--- src/rtl/ecap5_dproc_pkg.sv ---
// Shared types for the pipelined load/store stage: access sizes and the
// metadata carried for each in-flight bus request.
package ecap5_dproc_pkg;

  typedef enum logic [1:0] {
    SIZE_BYTE = 2'd0,
    SIZE_HALF = 2'd1,
    SIZE_WORD = 2'd2
  } size_t;

  typedef struct packed {
    logic [4:0] reg_addr;
    logic       reg_write;
    size_t      size;
    logic       unsigned_load;
    logic [1:0] offset;
  } lsq_entry_t;

  // The reserved encoding behaves as a word access.
  function automatic size_t decode_size(input logic [1:0] raw);
    case (raw)
      2'd0:    return SIZE_BYTE;
      2'd1:    return SIZE_HALF;
      default: return SIZE_WORD;
    endcase
  endfunction

endpackage

--- src/rtl/lsq_fifo.sv ---
// In-order FIFO of in-flight request metadata; head is visible combinationally
// so a response can be formatted on the same edge it pops the entry.
module lsq_fifo
  import ecap5_dproc_pkg::*;
#(
  parameter int DEPTH = 4
) (
  input  logic                     clk_i,
  input  logic                     rst_ni,
  input  logic                     push_i,
  input  lsq_entry_t               push_data_i,
  input  logic                     pop_i,
  output lsq_entry_t               head_o,
  output logic                     full_o,
  output logic                     empty_o,
  output logic [$clog2(DEPTH):0]   count_o
);

  localparam int PW = $clog2(DEPTH);
  localparam int CW = PW + 1;

  lsq_entry_t        mem_q [DEPTH];
  logic [PW-1:0]     wr_ptr_q, wr_ptr_d;
  logic [PW-1:0]     rd_ptr_q, rd_ptr_d;
  logic [CW-1:0]     count_q, count_d;
  logic              push_ok, pop_ok;

  assign full_o  = (count_q == CW'(DEPTH));
  assign empty_o = (count_q == '0);
  assign count_o = count_q;
  assign head_o  = mem_q[rd_ptr_q];

  assign push_ok = push_i && !full_o;
  assign pop_ok  = pop_i && !empty_o;

  always_comb begin
    wr_ptr_d = wr_ptr_q;
    rd_ptr_d = rd_ptr_q;
    count_d  = count_q;
    if (push_ok) wr_ptr_d = wr_ptr_q + PW'(1);
    if (pop_ok)  rd_ptr_d = rd_ptr_q + PW'(1);
    if (push_ok && !pop_ok)      count_d = count_q + CW'(1);
    else if (pop_ok && !push_ok) count_d = count_q - CW'(1);
  end

  always_ff @(posedge clk_i or negedge rst_ni) begin
    if (!rst_ni) begin
      wr_ptr_q <= '0;
      rd_ptr_q <= '0;
      count_q  <= '0;
    end else begin
      wr_ptr_q <= wr_ptr_d;
      rd_ptr_q <= rd_ptr_d;
      count_q  <= count_d;
    end
  end

  always_ff @(posedge clk_i) begin
    if (push_ok) mem_q[wr_ptr_q] <= push_data_i;
  end

endmodule

--- src/rtl/loadstore_pipelined.sv ---
// Memory stage issuing Wishbone B4 pipelined requests back to back, with
// in-order retirement of loads, stores, pass-through and faulting ops.
module loadstore_pipelined
  import ecap5_dproc_pkg::*;
#(
  parameter int MAX_OUTSTANDING = 4,
  parameter int ADDR_WIDTH      = 32
) (
  input  logic                  clk_i,
  input  logic                  rst_ni,
  output logic                  input_ready_o,
  input  logic                  input_valid_i,
  input  logic [31:0]           alu_result_i,
  input  logic                  enable_i,
  input  logic                  write_i,
  input  logic [31:0]           write_data_i,
  input  logic [1:0]            size_i,
  input  logic                  unsigned_load_i,
  input  logic                  reg_write_i,
  input  logic [4:0]            reg_addr_i,
  output logic [ADDR_WIDTH-1:0] wb_adr_o,
  input  logic [31:0]           wb_dat_i,
  output logic [31:0]           wb_dat_o,
  output logic                  wb_we_o,
  output logic [3:0]            wb_sel_o,
  output logic                  wb_stb_o,
  input  logic                  wb_ack_i,
  input  logic                  wb_err_i,
  output logic                  wb_cyc_o,
  input  logic                  wb_stall_i,
  output logic                  output_valid_o,
  output logic                  reg_write_o,
  output logic [4:0]            reg_addr_o,
  output logic [31:0]           reg_data_o,
  output logic                  misaligned_o,
  output logic                  bus_error_o
);

  localparam int CW = $clog2(MAX_OUTSTANDING) + 1;

  logic [ADDR_WIDTH-1:0] wb_adr_q, wb_adr_d;
  logic [31:0]           wb_dat_q, wb_dat_d;
  logic                  wb_we_q, wb_we_d;
  logic [3:0]            wb_sel_q, wb_sel_d;
  logic                  wb_stb_q, wb_stb_d;
  logic                  out_valid_q, out_valid_d;
  logic                  reg_write_q, reg_write_d;
  logic [4:0]            reg_addr_q, reg_addr_d;
  logic [31:0]           reg_data_q, reg_data_d;
  logic                  misaligned_q, misaligned_d;
  logic                  bus_error_q, bus_error_d;

  lsq_entry_t    push_entry, head;
  logic          fifo_full, fifo_empty;
  logic [CW-1:0] fifo_count;
  logic [1:0]    offset;
  size_t         size_e;
  logic          misaligned, mem_op, idle, accept, issue, term;
  logic [3:0]    sel_base;
  logic [31:0]   rd_shifted, load_data;

  assign offset     = alu_result_i[1:0];
  assign size_e     = decode_size(size_i);
  assign misaligned = ((size_e == SIZE_HALF) && offset[0]) ||
                      ((size_e == SIZE_WORD) && (offset != 2'd0));
  assign mem_op     = enable_i && !misaligned;
  assign idle       = fifo_empty && !wb_stb_q;

  // Anything that retires without a bus response must wait for the bus to
  // drain, otherwise it would overtake older loads.
  assign input_ready_o = mem_op ? (!fifo_full && !(wb_stb_q && wb_stall_i)) : idle;
  assign accept        = input_valid_i && input_ready_o;
  assign issue         = accept && mem_op;
  assign term          = (wb_ack_i || wb_err_i) && !fifo_empty;

  always_comb begin
    push_entry               = '0;
    push_entry.reg_addr      = reg_addr_i;
    push_entry.reg_write     = reg_write_i && !write_i;
    push_entry.size          = size_e;
    push_entry.unsigned_load = unsigned_load_i;
    push_entry.offset        = offset;
  end

  lsq_fifo #(.DEPTH(MAX_OUTSTANDING)) u_fifo (
    .clk_i       (clk_i),
    .rst_ni      (rst_ni),
    .push_i      (issue),
    .push_data_i (push_entry),
    .pop_i       (term),
    .head_o      (head),
    .full_o      (fifo_full),
    .empty_o     (fifo_empty),
    .count_o     (fifo_count)
  );

  always_comb begin
    case (size_e)
      SIZE_BYTE: sel_base = 4'b0001;
      SIZE_HALF: sel_base = 4'b0011;
      default:   sel_base = 4'b1111;
    endcase
  end

  assign rd_shifted = wb_dat_i >> {head.offset, 3'b000};

  always_comb begin
    case (head.size)
      SIZE_BYTE: load_data = {{24{!head.unsigned_load && rd_shifted[7]}}, rd_shifted[7:0]};
      SIZE_HALF: load_data = {{16{!head.unsigned_load && rd_shifted[15]}}, rd_shifted[15:0]};
      default:   load_data = rd_shifted;
    endcase
  end

  always_comb begin
    wb_adr_d     = wb_adr_q;
    wb_dat_d     = wb_dat_q;
    wb_we_d      = wb_we_q;
    wb_sel_d     = wb_sel_q;
    wb_stb_d     = wb_stb_q;
    out_valid_d  = 1'b0;
    reg_write_d  = 1'b0;
    reg_addr_d   = 5'd0;
    reg_data_d   = 32'd0;
    misaligned_d = 1'b0;
    bus_error_d  = 1'b0;

    if (wb_stb_q && !wb_stall_i) wb_stb_d = 1'b0;
    // A new request may replace the one the slave accepts on this edge.
    if (issue) begin
      wb_adr_d = ADDR_WIDTH'({alu_result_i[31:2], 2'b00});
      wb_sel_d = sel_base << offset;
      wb_dat_d = write_data_i << {offset, 3'b000};
      wb_we_d  = write_i;
      wb_stb_d = 1'b1;
    end

    if (term) begin
      out_valid_d = 1'b1;
      reg_addr_d  = head.reg_addr;
      if (wb_err_i) begin
        bus_error_d = 1'b1;
      end else begin
        reg_write_d = head.reg_write;
        reg_data_d  = load_data;
      end
    end else if (accept && !mem_op) begin
      out_valid_d = 1'b1;
      reg_addr_d  = reg_addr_i;
      reg_data_d  = alu_result_i;
      if (enable_i) misaligned_d = 1'b1;
      else          reg_write_d  = reg_write_i;
    end
  end

  always_ff @(posedge clk_i or negedge rst_ni) begin
    if (!rst_ni) begin
      wb_adr_q     <= '0;
      wb_dat_q     <= '0;
      wb_we_q      <= 1'b0;
      wb_sel_q     <= '0;
      wb_stb_q     <= 1'b0;
      out_valid_q  <= 1'b0;
      reg_write_q  <= 1'b0;
      reg_addr_q   <= '0;
      reg_data_q   <= '0;
      misaligned_q <= 1'b0;
      bus_error_q  <= 1'b0;
    end else begin
      wb_adr_q     <= wb_adr_d;
      wb_dat_q     <= wb_dat_d;
      wb_we_q      <= wb_we_d;
      wb_sel_q     <= wb_sel_d;
      wb_stb_q     <= wb_stb_d;
      out_valid_q  <= out_valid_d;
      reg_write_q  <= reg_write_d;
      reg_addr_q   <= reg_addr_d;
      reg_data_q   <= reg_data_d;
      misaligned_q <= misaligned_d;
      bus_error_q  <= bus_error_d;
    end
  end

  assign wb_adr_o       = wb_adr_q;
  assign wb_dat_o       = wb_dat_q;
  assign wb_we_o        = wb_we_q;
  assign wb_sel_o       = wb_sel_q;
  assign wb_stb_o       = wb_stb_q;
  assign wb_cyc_o       = wb_stb_q || (fifo_count != '0);
  assign output_valid_o = out_valid_q;
  assign reg_write_o    = reg_write_q;
  assign reg_addr_o     = reg_addr_q;
  assign reg_data_o     = reg_data_q;
  assign misaligned_o   = misaligned_q;
  assign bus_error_o    = bus_error_q;

endmodule

--- config.mk ---
export PLATFORM = sky130hd
export DESIGN_NAME = loadstore_pipelined
export DESIGN_NICKNAME = d
export VERILOG_FILES = /design/src/rtl/ecap5_dproc_pkg.sv /design/src/rtl/lsq_fifo.sv /design/src/rtl/loadstore_pipelined.sv
export SDC_FILE = /design/constraint.sdc
export NUM_CORES = 1
export LEC_CHECK = 0
export CAP_MARGIN = 10
export CORE_ASPECT_RATIO = 1.4
export CORE_UTILIZATION = 40
export DETAILED_ROUTE_END_ITERATION = 10
export GPL_ROUTABILITY_DRIVEN = 0
export HOLD_SLACK_MARGIN = 0.03
export PLACE_DENSITY = 0.82
export SETUP_SLACK_MARGIN = 0.02
export SLEW_MARGIN = 20
export SYNTH_ARGS = -nofsm -noshare
export SYNTH_HDL_FRONTEND = slang
export SYNTH_SLANG_ARGS = --single-unit
--- constraint.sdc ---
create_clock -name clk_i -period 6.2 [get_ports clk_i]
set_input_delay 1.24 -clock clk_i [delete_from_list [all_inputs] [get_ports clk_i]]
set_output_delay 1.24 -clock clk_i [all_outputs]
set_load 0.02 [all_outputs]
==> impl_metrics.csv <==
group,metric,value,unit
floorplan,fp.dieH,159,um
yosys,synth_edf_count,44,
route,drt_iter0_markers,360,
yosys,synthTopCellsByArea,"dfrtp_1 41%, edfxtp_1 19%, mux2_2 6.7%, mux2i_1 4.7%, nand2_1 3.3%",
clock_network,cts_tree,"yes",
critical_path,crit_required,4.96,ns
critical_path,slowest_delay,0.64,ns
flow_run,drv_cap,0,
finish,diodes,0,
power_and_ir_drop,combPwrFrac,0.402,
sta,finalSetupViolCount,0,
route,drtPass1Iterations,5,
route,finalWirelength,19200,um
yosys,ys_types,47,
yosys,synth_compound_area_frac,0.120,
finish,post-route-util,0.582,
worst_hold_path,hold_class,"reg -> reg",
floorplan,fp.dieW,114,um
clock_network,ctsHoldBuffers,0,
finish,final_cells,1009,
yosys,yosysSeqAreaShare,0.601,
finish,drive_above_1_share,0.128,
yosys,synth_cells,547,
finish,nFillCells,1436,
sta,min_period,4.38,ns
sta,setup_tns,0,ns
grt,grt_overflow,0,
grt,grt.total_usage,0.218,
power_and_ir_drop,power_density,437,nW/um^2
power_and_ir_drop,power_frac_seq,0.355,
run_status,status,"finished clean",
power_and_ir_drop,vdd_drop_max,0.215,mV
yosys,post-synth-top-count-cell,"dfrtp_1",
sta,post-route-period-util,0.706,
grt,grt_pass1_vias,5307,
yosys,yosys.area.top_type,"dfrtp_1",
sta,timing.final.ws_setup,1.82,ns
clock_network,post_cts_buffers,0,
yosys,netlist_area,7030,sq um
yosys,synth_top_family_by_area,"multiplexers",
placed_design,dp_slack,1.83,ns
worst_hold_path,hold_depth,2,
yosys,synth-warning-count,0,
finish,areaGrowthSynthToFinish,42.9,%
critical_path,cpMostUsedCell,"clkdlybuf4s50_1",
floorplan,num_rows,57,
critical_path,cp_cell_sequence,"clkdlybuf4s50_1 > a21oi_1 > o21ai_0 > a21boi_0 > clkdlybuf4s50_1",
power_and_ir_drop,leakage,4.10,nW
placed_design,numPortBuffers,223,
yosys,yosys.area_share.simple,0.0773,
placed_design,dp_hpwl,13900,um
critical_path,cp.arrival,3.14,ns
worst_hold_path,worstHoldStart,"wb_dat_o[14]$_DFFE_PN0P_",
critical_path,slowest_stage,"clkdlybuf4s50_1",
floorplan,core_area,17300,sq um
clock_network,root_buffer,"clkbuf_16",
clock_network,cts.clk_slew.worst_paths,0.06,ns
power_and_ir_drop,p_clk_frac,0.242,
critical_path,worstSetupPathType,"in -> out",
yosys,synth_fa_ha_area_frac,0.0118,
power_and_ir_drop,power.switching,1.54,mW
route,vias,5232,
route,drtAntennaViolNets,0,
yosys,syn_avg_cell_area,12.8,sq um
floorplan,initial_utilization,0.407,
yosys,synth-xor-area-share,0.00748,
critical_path,cp-start-kind,"primary input",
yosys,synthMuxAreaShare,0.152,
critical_path,cp-end-kind,"output port",
critical_path,worstPathMaxFanout,10,
sta,whs,0.480,ns
yosys,synth_top_area_share,0.413,
yosys,synthArstFlopShare,0.725,
sta,clock_skew,0.0131,ns
grt,grt_antenna_before_repair,0,
clock_network,cts_buffers,17,
critical_path,r2r_end,"reg_data_o[31]$_DFF_PN0_",
clock_network,htreeDepth,4,
clock_network,clk_latency,0.42,ns
sta,slew_viol_final,0,
grt,grt_pass1_wl,29500,um
worst_hold_path,whs_endpoint,"wb_dat_o[14]$_DFFE_PN0P_",
yosys,synthFlopType,"dfrtp_1",
sta,slew_headroom,0.347,
floorplan,die_area,18100,sq um
floorplan,io-pin-count,226,
critical_path,r2r_setup_slack,3.05,ns
clock_network,cts_resized,0,
power_and_ir_drop,internal_power,2.85,mW
route,via_per_inst,5.19,
yosys,yosys-top-cells-count,"116 x dfrtp_1, 62 x nand2_1, 44 x edfxtp_1, 42 x mux2_2, 33 x mux2i_1",
clock_network,cts.sinks,160,
sta,max_slew.worst_pin.slew,0.979,ns
critical_path,reg2reg_depth,3,
clock_network,cts_buffer_depth,2,
grt,grt_max_degree,76,
yosys,ys_ff_latch,160,
critical_path,timing.rr.start,"u_fifo.rd_ptr_q[0]$_DFFE_PN0P_",
route,drc,0,
placed_design,place_inst,977,
sta,finalHoldViolations,0,
sta,grt_setup_unrepaired,"no",
route,routedWlPerCell,19.0,um
power_and_ir_drop,switching_share,0.350,
critical_path,critPathLaunch,"size_i[1]",
sta,fmax,228,MHz
finish,fin_nets,879,
## logic make-up after synthesis
logic type,Yosys count
other,1
DFF,160
muxes,87
adders and majority gates,6
xor gates and xnor gates,6
buffers and inverters,49
and+or+nand+nor,117
AOI/OAI and AO/OA,121
## sequential cells by signal (all words and copies together) (netlist names), 2 cells and up
name             flops
reg_data_o          32
wb_sel_o             4
reg_addr_o           5
u_fifo.wr_ptr_q      2
u_fifo.mem_q        44
wb_adr_o            30
u_fifo.rd_ptr_q      2
wb_dat_o            32
u_fifo.count_o       3
## critical path, delay by kind of cell
family,cells,cell delay [ns]
compound gates,3,0.70
buf+inv,2,1.20
## layout by cell type (no fill, tap or decap), drive strengths merged, types with 9 or more instances in the layout
cell type and count:
inv 22, clkdlybuf4s50 220, nor2b 20, mux2 42
a21oi 25, buf 9, nand2 62, mux2i 34
edfxtp 44, clkbuf 17, o21ai 24, dfrtp 116
nor2 18, a211oi 17, o211ai 10, o31ai 9
mux4 11
## metal layers
metal | up-vias | track usage | routed length [um]
li1 | 2425 | - | -
met1 | 2585 | 0.258 | 7620
met2 | 189 | 0.383 | 10100
met3 | 33 | 0.0382 | 989
met4 | 0 | 0.0945 | 524
met5 | - | 0 | 0
## area by class of cell
type	count	area (sq um)	share of cell area
inverter	13	48.8	0.00486
multi-input combinational	339	2610	0.260
clock buffer	17	425	0.0424
clock inverter	15	171	0.0171
timing repair buffer	229	2260	0.226
tap	236	295	0.0294
sequential	160	4220	0.421
## power by group through the flow
| stage | combinational [mW] | clock (mW) | sequential [mW] |
|---|---|---|---|
| after global placement | 1.75 | 0 | 1.57 |
| after floorplan | 0.677 | 0 | 1.86 |
| after global routing | 1.88 | 1.13 | 1.60 |
| final | 1.77 | 1.06 | 1.56 |
| after CTS | 1.78 | 1.08 | 1.56 |
| after detailed placement | 1.78 | 0 | 1.58 |
## metrics by stage
stage / total power, mW / area, sq um
after floorplan: 2.53 / 7030
after global placement: 3.32 / 9450
after detailed placement: 3.36 / 9450
after CTS: 4.43 / 10000
after global routing: 4.60 / 10000
final: 4.39 / 10000
## worst max path at each step
stage               endpoint  slack (ns)  cells past startpoint
2_1_floorplan  input_ready_o        2.92                      3
3_3_place_gp   input_ready_o        1.90                      5
3_5_place_dp   input_ready_o        1.83                      5
4_1_cts        input_ready_o        1.81                      5
5_1_grt        input_ready_o        1.69                      5
6_report       input_ready_o        1.82                      5
(Power assumes the default switching activity.)
